===== config.mk =====
export PLATFORM = sky130hd
export DESIGN_NAME = wts_timer_gen_flat
export DESIGN_NICKNAME = d
export VERILOG_FILES = /design/src/rtl/wts_timer_pkg.sv /design/src/rtl/wts_timer_gen_if.sv /design/src/rtl/wts_timer_channel.sv /design/src/rtl/wts_timer_gen.sv /design/src/flat_wrapper.sv
export SDC_FILE = /design/constraint.sdc
export NUM_CORES = 1
export LEC_CHECK = 0
export CAP_MARGIN = 20
export CORE_ASPECT_RATIO = 0.9
export CORE_MARGIN = 3
export CORE_UTILIZATION = 48
export DETAILED_ROUTE_END_ITERATION = 10
export GPL_TIMING_DRIVEN = 1
export PLACE_DENSITY = 0.78
export SLEW_MARGIN = 10
export SYNTH_ARGS = -nofsm -noshare
export SYNTH_HDL_FRONTEND = slang
export SYNTH_SLANG_ARGS = --single-unit

===== constraint.sdc =====
create_clock -name clk -period 3.84 [get_ports clk]
set_input_delay 0.768 -clock clk [delete_from_list [all_inputs] [get_ports clk]]
set_output_delay 0.768 -clock clk [all_outputs]
set_load 0.02 [all_outputs]

===== src/rtl/wts_timer_pkg.sv =====
// Shared definitions for the wts_timer_gen interval generator: channel FSM
// encodings and the width of the per-channel expiry index.
package wts_timer_pkg;

  localparam int ADDR_W = 2;

  typedef enum logic [1:0] {
    ST_IDLE = 2'd0,
    ST_RUN  = 2'd1,
    ST_DONE = 2'd2
  } state_t;

endpackage


===== src/rtl/wts_timer_gen_if.sv =====
// Register-side configuration and trigger outputs of wts_timer_gen.
// master = register/interrupt side, slave = the timer generator.
interface wts_timer_gen_if #(
  parameter int CNT_W = 12
);
  import wts_timer_pkg::*;

  logic [CNT_W-1:0]  reg_timer1_period;
  logic              reg_timer1_run;
  logic              reg_timer1_oneshot;
  logic              timer1_trigger;
  logic [ADDR_W-1:0] timer1_address;

  logic [CNT_W-1:0]  reg_timer2_period;
  logic              reg_timer2_run;
  logic              reg_timer2_oneshot;
  logic              timer2_trigger;
  logic [ADDR_W-1:0] timer2_address;

  modport master (
    output reg_timer1_period, reg_timer1_run, reg_timer1_oneshot,
    output reg_timer2_period, reg_timer2_run, reg_timer2_oneshot,
    input  timer1_trigger, timer1_address,
    input  timer2_trigger, timer2_address
  );

  modport slave (
    input  reg_timer1_period, reg_timer1_run, reg_timer1_oneshot,
    input  reg_timer2_period, reg_timer2_run, reg_timer2_oneshot,
    output timer1_trigger, timer1_address,
    output timer2_trigger, timer2_address
  );

endinterface


===== src/rtl/wts_timer_channel.sv =====
// One interval channel: IDLE/RUN/DONE FSM, reloadable down-counter,
// registered 1-clk expiry pulse and 2-bit wrapping expiry index.
module wts_timer_channel
  import wts_timer_pkg::*;
#(
  parameter int CNT_W = 12
) (
  input  logic              clk,
  input  logic              nreset,
  input  logic              tick,
  input  logic              run,
  input  logic              oneshot,
  input  logic [CNT_W-1:0]  period,
  output logic              trigger,
  output logic [ADDR_W-1:0] address
);

  state_t            state, state_nxt;
  logic [CNT_W-1:0]  cnt, cnt_nxt;
  logic [ADDR_W-1:0] address_nxt;
  logic              expire;

  always_comb begin
    state_nxt   = state;
    cnt_nxt     = cnt;
    address_nxt = address;
    expire      = 1'b0;
    // The index advances on the edge that ends the pulse, so it reads the
    // pre-increment value while trigger is high.
    if (trigger) address_nxt = address + ADDR_W'(1);
    unique case (state)
      ST_IDLE: begin
        if (run) begin
          state_nxt   = ST_RUN;
          cnt_nxt     = period;
          address_nxt = '0;
        end
      end
      ST_RUN: begin
        if (!run) begin
          state_nxt = ST_IDLE;
        end else if (tick) begin
          if (cnt != '0) begin
            cnt_nxt = cnt - CNT_W'(1);
          end else begin
            expire  = 1'b1;
            cnt_nxt = period;
            if (oneshot) state_nxt = ST_DONE;
          end
        end
      end
      ST_DONE: begin
        if (!run) state_nxt = ST_IDLE;
      end
      default: state_nxt = ST_IDLE;
    endcase
  end

  always_ff @(posedge clk or negedge nreset) begin
    if (!nreset) begin
      state   <= ST_IDLE;
      cnt     <= '0;
      address <= '0;
      trigger <= 1'b0;
    end else begin
      state   <= state_nxt;
      cnt     <= cnt_nxt;
      address <= address_nxt;
      trigger <= expire;
    end
  end

endmodule


===== src/rtl/wts_timer_gen.sv =====
// Periodic/one-shot interval generator: shared prescaler plus two channels.
// Define WTS_TIMER_CASCADE_EN to clock channel 2 from channel 1 expiries.
module wts_timer_gen
  import wts_timer_pkg::*;
#(
  parameter int CLK_DIV = 16,
  parameter int CNT_W   = 12
) (
  input logic           clk,
  input logic           nreset,
  wts_timer_gen_if.slave bus
);

  localparam int PS_W = (CLK_DIV > 1) ? $clog2(CLK_DIV) : 1;

  logic [PS_W-1:0] ps_cnt;
  logic            tick;
  logic            tick2;

  assign tick = (ps_cnt == PS_W'(CLK_DIV - 1));

  // Free-running; run requests never stall it, so entry phase is arbitrary.
  always_ff @(posedge clk or negedge nreset) begin
    if (!nreset)   ps_cnt <= '0;
    else if (tick) ps_cnt <= '0;
    else           ps_cnt <= ps_cnt + PS_W'(1);
  end

`ifdef WTS_TIMER_CASCADE_EN
  assign tick2 = bus.timer1_trigger;
`else
  assign tick2 = tick;
`endif

  wts_timer_channel #(.CNT_W(CNT_W)) u_ch1 (
    .clk     (clk),
    .nreset  (nreset),
    .tick    (tick),
    .run     (bus.reg_timer1_run),
    .oneshot (bus.reg_timer1_oneshot),
    .period  (bus.reg_timer1_period),
    .trigger (bus.timer1_trigger),
    .address (bus.timer1_address)
  );

  wts_timer_channel #(.CNT_W(CNT_W)) u_ch2 (
    .clk     (clk),
    .nreset  (nreset),
    .tick    (tick2),
    .run     (bus.reg_timer2_run),
    .oneshot (bus.reg_timer2_oneshot),
    .period  (bus.reg_timer2_period),
    .trigger (bus.timer2_trigger),
    .address (bus.timer2_address)
  );

endmodule


===== src/flat_wrapper.sv =====
// flat-port wrapper written by rule: the top's interface ports become plain ports
module wts_timer_gen_flat import wts_timer_pkg::*;
#(
  parameter int CLK_DIV = 16,
  parameter int CNT_W   = 12
)
  (clk, nreset, bus_reg_timer1_period, bus_reg_timer1_run, bus_reg_timer1_oneshot, bus_reg_timer2_period, bus_reg_timer2_run, bus_reg_timer2_oneshot, bus_timer1_trigger, bus_timer1_address, bus_timer2_trigger, bus_timer2_address);
  wts_timer_gen_if #(.CNT_W(CNT_W)) bus_i ();
  input logic clk;
  input logic nreset;
  input wire logic [$bits(bus_i.reg_timer1_period)-1:0] bus_reg_timer1_period;
  input wire logic [$bits(bus_i.reg_timer1_run)-1:0] bus_reg_timer1_run;
  input wire logic [$bits(bus_i.reg_timer1_oneshot)-1:0] bus_reg_timer1_oneshot;
  input wire logic [$bits(bus_i.reg_timer2_period)-1:0] bus_reg_timer2_period;
  input wire logic [$bits(bus_i.reg_timer2_run)-1:0] bus_reg_timer2_run;
  input wire logic [$bits(bus_i.reg_timer2_oneshot)-1:0] bus_reg_timer2_oneshot;
  output wire logic [$bits(bus_i.timer1_trigger)-1:0] bus_timer1_trigger;
  output wire logic [$bits(bus_i.timer1_address)-1:0] bus_timer1_address;
  output wire logic [$bits(bus_i.timer2_trigger)-1:0] bus_timer2_trigger;
  output wire logic [$bits(bus_i.timer2_address)-1:0] bus_timer2_address;
  assign bus_i.reg_timer1_period = bus_reg_timer1_period;
  assign bus_i.reg_timer1_run = bus_reg_timer1_run;
  assign bus_i.reg_timer1_oneshot = bus_reg_timer1_oneshot;
  assign bus_i.reg_timer2_period = bus_reg_timer2_period;
  assign bus_i.reg_timer2_run = bus_reg_timer2_run;
  assign bus_i.reg_timer2_oneshot = bus_reg_timer2_oneshot;
  assign bus_timer1_trigger = bus_i.timer1_trigger;
  assign bus_timer1_address = bus_i.timer1_address;
  assign bus_timer2_trigger = bus_i.timer2_trigger;
  assign bus_timer2_address = bus_i.timer2_address;
  wts_timer_gen #(.CLK_DIV(CLK_DIV), .CNT_W(CNT_W)) u_core (.clk(clk), .nreset(nreset), .bus(bus_i));
endmodule

==> impl_metrics.py, run 1 <==
metrics = {
    "sta": {
        "setup-tns-final_ps": 0,
        "final.period_utilization_pct": 62.9,
        "hold_slack_ps": 489,
        "finClkSkew_ps": 10.0,
        "slew_headroom_pct": 32.2,
        "rsz0062_at_grt": "false",
        "max_clock_freq_ghz": 0.414,
        "worst_slew_pin_slew_ps": 1020,
        "period_needed_ps": 2420,
        "setup_violations": 0,
        "setup_slack_ps": 1420,
        "hold_viol": 0,
        "maxSlewViolCount": 0,
    },
    "power": {
        "power_density_nw_per_um2": 364,
        "leakagePower_nw": 1.10,
        "power.total_mw": 1.00,
        "ir_drop_v": 0.000199,
    },
    "yosys": {
        "synthCells": 256,
        "synthMostInstantiatedCell": "dfrtp_1",
        "netlist_area_sq_um": 2290,
        "syn_nets": 291,
        "ys_async_sr_fraction_pct": 100,
        "synth_top_cell_by_area": "dfrtp_1",
        "synth-edff-count": 0,
        "synth_top_area_share_pct": 41.5,
        "avgSynthCellArea_sq_um": 8.95,
        "yosys-top-cells-area": "dfrtp_1, o21ai_0, a21oi_1, nor2_1, nor4_4",
        "synthTopCellsByCount": "dfrtp_1, o21ai_0, nor2_1, a21oi_1, nand2_1",
        "ys_warn_count": 0,
        "ys_types": 50,
        "synth_ff_type": "dfrtp_1",
        "synth-seq-area-share_pct": 41.5,
        "ys_ff_latch": 38,
    },
    "hold_path": {
        "worstHoldPathType": "flop to flop",
    },
    "clocking": {
        "h-tree-depth": 2,
        "clockBufferDepth": 2,
        "path_clk_slew_ps": 70,
        "cts-hold-fix-buffers": 0,
        "cts_tree": "yes",
        "clk_latency_ps": 290,
        "ctsResizeCount": 0,
        "root_buffer": "clkbuf_8",
        "post-cts-setup-buffer-count": 0,
        "cts.sinks": 38,
        "numCtsBuffers": 5,
    },
    "final_layout": {
        "n_antenna_cell": 0,
        "drive_gt1_share_pct": 8.74,
        "final_core_util_pct": 60.9,
        "multi_input_area_sq_um": 1250,
        "nNetsFinal": 322,
        "fillers": 415,
        "regArea_sq_um": 951,
        "stdcell_count": 348,
        "finish.instance_area_sq_um": 2750,
        "areaGrowthSynthToFinish_pct": 20.2,
    },
    "global_routing": {
        "antenna_found_initial": 0,
        "grtUsageTotal_pct": 19.3,
        "grt_pass1_vias": 1874,
        "grt_pass1_wl_mm": 8.67,
        "grt_max_degree": 39,
        "grt-ovfl-total": 0,
    },
    "run": {
        "drv_cap": 0,
    },
    "place": {
        "place_area_sq_um": 2660,
        "portBuffers": 35,
        "dp_slack_ps": 1100,
        "dp_hpwl_mm": 3.62,
        "dp_cells": 342,
        "place.gp.congestion": 0.904,
    },
    "floorplanning": {
        "start_util_pct": 50.7,
        "die_y_microns": 71.5,
        "die_area_sq_um": 5640,
        "pin_count": 36,
        "num_rows": 23,
        "die_width_microns": 78.8,
        "core_sq_um": 4520,
    },
    "setup_path": {
        "crit_start": "bus_reg_timer1_run",
        "crit_path_end": "u_core.u_ch1.cnt[0]",
        "ff2ff_path_depth": 5,
        "start_kind": "input port",
        "rrSetupSlack_ps": 1590,
        "crit_arrival_ps": 2620,
        "critical_path_class": "input port to flop",
        "path_max_fanout": 13,
        "worstSetupEndpointType": "flop",
        "critical_path_required_ps": 4050,
        "rr_endpoint": "u_core.u_ch1.cnt[0]",
        "r2r-start": "u_core.ps_cnt[0]",
    },
    "run_status": {
        "outcome": "finished, final reports clean",
    },
    "route": {
        "drc": 0,
        "vias": 2029,
        "drt_iter0_drc": 129,
        "avgViaCountPerCell": 5.83,
        "drtAntennaViolNets": 0,
        "drt_wl_total_mm": 5.01,
        "wire_per_inst_microns": 14.4,
        "drt_pass1_iterations": 4,
    },
}
[area by class of cell]
cell class	instances	share of cell area [%]
multi-input combinational	195	45.3
sequential	38	34.5
timing repair buffer	36	12.8
clock buffer	6	3.00
tap	62	2.82
inverter	11	1.50
[layout by cell type, fill, tap and decap left out, drive strengths merged, types with 2 or more instances in the layout]
cell type      netlist  layout
o311ai               2       2
clkdlybuf4s50        0      34
nor4                 8       8
nand2b               3       3
and3                 5       5
nand4                7       7
o21ai               28      28
a21o                 2       2
a221o                2       2
nor3                 8       8
nand2               16      16
o31ai                3       3
nor2b                7       7
o21a                 2       2
nor3b                2       2
a22oi                4       4
dfrtp               38      38
clkbuf               4       7
inv                 11      11
nor2                27      27
a21oi               25      25
xor2                 3       3
a31oi                4       4
or4                  3       3
xnor2                2       2
ha                   5       5
nand3               11      11
and2                 2       2
[sequential cells by signal (all words and copies together), names as in the netlist]
register,count
u_core.u_ch2.cnt,12
u_core.u_ch2.state,2
u_core.u_ch1.state,2
u_core.u_ch1.address,2
u_core.u_ch2.address,2
u_core.u_ch2.trigger,1
u_core.ps_cnt,4
u_core.u_ch1.trigger,1
u_core.u_ch1.cnt,12
[power breakdown]
part	leakage [nW]	internal [mW]	switching, mW	total, mW
Combinational	0.599	0.0985	0.101	0.200
Sequential	0.459	0.449	0.0842	0.533
Clock	0.0431	0.138	0.132	0.270
[worst max-delay path, cell delays in order]
cell             delay [ps]
clkdlybuf4s50_1         490
nand2b_1                120
a21oi_1                 800
o21ai_0                 220
o21ai_0                 220
[cell families after synthesis]
kind of cell	synth area share, %
simple gates	27.8
compound gates	20.9
flops	41.5
buf+inv	4.70
xor+xnor	1.91
fa+ha+maj	2.73
mux	0.437
[how the worst min path moves through the flow]
stage | from | end | depth (start not counted)
after floorplan | u_core.ps_cnt[0] | u_core.ps_cnt[0] | 1
after global placement | u_core.ps_cnt[0] | u_core.ps_cnt[0] | 1
after detailed placement | u_core.ps_cnt[0] | u_core.ps_cnt[0] | 1
after CTS | u_core.ps_cnt[0] | u_core.ps_cnt[0] | 1
after global routing | u_core.ps_cnt[3] | u_core.ps_cnt[3] | 1
final | u_core.ps_cnt[0] | u_core.ps_cnt[0] | 1
[routing by layer]
metal | part of all wire, % | vias up | track usage, %
met1 | 47 | 966 | 26.8
met3 | 4.8 | 9 | 4.65
met4 | 1.5 | 0 | 5.53
li1 | - | 998 | -
met2 | 46 | 56 | 30.3
met5 | 0 | - | 0
No activity file was read; power rests on OpenSTA's default activity.
==> run 2: changes to the inputs <==
Clock period 3.84 ns to 2.5 ns, I/O delays scaled along.
==> run 2 against run 1 <==
Compared with the run above: non-clock buffer count up 5; critical path depth up 2; hold slack worse by 250 ps; first-iteration DRC count down 16%; sequential share of layout area down 0.46 points; via count up 1.7%; sequential power up 54%; utilization up 0.83 points; final cell count up 2.0%; wire length up 5.2%.
==> impl_metrics.py, run 2 (synthesis results as in run 1) <==
metrics = {
    "sta": {
        "maxSlewViolCount": 0,
        "final.period_utilization_pct": 80.7,
        "rsz0062_at_grt": "false",
        "setup_violations": 0,
        "setup-tns-final_ps": 0,
        "setup_slack_ps": 483,
        "worst_slew_pin_slew_ps": 586,
        "hold_slack_ps": 239,
        "max_clock_freq_ghz": 0.496,
        "period_needed_ps": 2020,
        "slew_headroom_pct": 60.8,
        "hold_viol": 0,
        "finClkSkew_ps": 7.62,
    },
    "hold_path": {
        "worstHoldPathType": "input port to asynchronous set/reset pin",
    },
    "floorplanning": {
        "start_util_pct": 50.7,
        "num_rows": 23,
        "pin_count": 36,
        "die_width_microns": 78.8,
        "core_sq_um": 4520,
        "die_area_sq_um": 5640,
        "die_y_microns": 71.5,
    },
    "route": {
        "vias": 2063,
        "drc": 0,
        "drt_iter0_drc": 108,
        "drt_pass1_iterations": 4,
        "drt_wl_total_mm": 5.27,
        "drtAntennaViolNets": 0,
        "avgViaCountPerCell": 5.81,
        "wire_per_inst_microns": 14.8,
    },
    "power": {
        "power_density_nw_per_um2": 565,
        "leakagePower_nw": 1.13,
        "ir_drop_v": 0.000286,
    },
    "clocking": {
        "h-tree-depth": 2,
        "path_clk_slew_ps": 80,
        "root_buffer": "clkbuf_8",
        "numCtsBuffers": 5,
        "post-cts-setup-buffer-count": 0,
        "cts_tree": "yes",
        "clockBufferDepth": 2,
        "clk_latency_ps": 300,
        "cts.sinks": 38,
        "cts-hold-fix-buffers": 0,
        "ctsResizeCount": 0,
    },
    "global_routing": {
        "grt_pass1_vias": 1945,
        "grtUsageTotal_pct": 19.9,
        "grt_max_degree": 39,
        "antenna_found_initial": 0,
        "grt-ovfl-total": 0,
        "grt_pass1_wl_mm": 8.92,
    },
    "final_layout": {
        "final_core_util_pct": 61.8,
        "final_cell_mix": "dfrtp_1, clkdlybuf4s50_1, o21ai_0",
        "largest_registers": "u_core.u_ch1.cnt (12), u_core.u_ch2.cnt (12), u_core.ps_cnt (4)",
        "areaGrowthSynthToFinish_pct": 21.8,
        "drive_gt1_share_pct": 10.6,
        "layout_commonest_cell": "dfrtp_1",
        "nNetsFinal": 327,
        "fillers": 423,
        "n_antenna_cell": 0,
    },
    "run": {
        "drv_cap": 0,
    },
    "setup_path": {
        "path_max_fanout": 5,
        "critical_path_required_ps": 2660,
        "critical_path_class": "flop to flop",
        "worstSetupEndpointType": "flop",
        "start_kind": "flop",
        "crit_arrival_ps": 2180,
        "ff2ff_path_depth": 7,
    },
    "place": {
        "place.gp.congestion": 0.873,
        "portBuffers": 35,
        "dp_hpwl_mm": 3.85,
        "dp_slack_ps": 397,
    },
    "run_status": {
        "outcome": "finished, final reports clean",
    },
}
run 2: cell types whose count changed in the layout (fill, tap and decap cells not counted):
cell,previous run,this run
a31oi_2,0,1
a31oi_4,1,0
buf_4,1,6
clkbuf_1,0,1
clkinv_2,0,1
run 2: metrics by stage:
stage	cell area, sq um	std cells	power, mW
6_report	2790	355	1.58
2_1_floorplan	2290	256	1.02
5_1_grt	2790	355	1.67
3_5_place_dp	2700	347	1.15
3_3_place_gp	2700	347	1.13
4_1_cts	2790	355	1.58
run 2: layout make-up:
type | instances | area [sq um] | area share (%)
Sequential cell | 38 | 951 | 34.1
Inverter | 11 | 41.3 | 1.48
Multi-Input combinational cell | 195 | 1240 | 44.4
Timing Repair Buffer | 41 | 390 | 14.0
Clock inverter | 1 | 5.00 | 0.179
Clock buffer | 7 | 86.3 | 3.09
Tap cell | 62 | 77.6 | 2.78
run 2: worst max-delay path: stages, from the launching register on:
cell and delay, ps:
dfrtp_1 450, inv_1 110, ha_1 230, or3b_2 510, nor3_1 230, a21oi_1 110, o21ai_0 150, o21ai_0 100
run 2: metal layers:
| layer | share of wire, % | wire length, microns | GRT usage, % | up-vias |
|---|---|---|---|---|
| met3 | 5.1 | 268 | 4.65 | 10 |
| met2 | 46 | 2440 | 30.4 | 59 |
| met4 | 1.9 | 99 | 8.78 | 0 |
| li1 | - | - | - | 1005 |
| met5 | 0 | 0 | 0 | - |
| met1 | 47 | 2460 | 27.2 | 989 |
run 2: final timing paths:
kind / from / endpoint / slack [ps]
max in group asynchronous: nreset / u_core.u_ch2.cnt[11] / 1910
hold reg to reg: u_core.ps_cnt[0] / u_core.ps_cnt[0] / 490
setup / recovery: u_core.u_ch1.cnt[0] / u_core.u_ch1.cnt[10] / 480
hold / removal: nreset / u_core.u_ch2.state[0] / 240
setup reg to reg: u_core.u_ch1.cnt[0] / u_core.u_ch1.cnt[10] / 480
min in group clk: u_core.ps_cnt[0] / u_core.ps_cnt[0] / 490
run 2: power breakdown:
group	internal (mW)	switching (mW)	leakage (nW)	total [mW]
registers	0.689	0.134	0.459	0.823
logic	0.156	0.158	0.622	0.314
clock network	0.223	0.217	0.0482	0.440
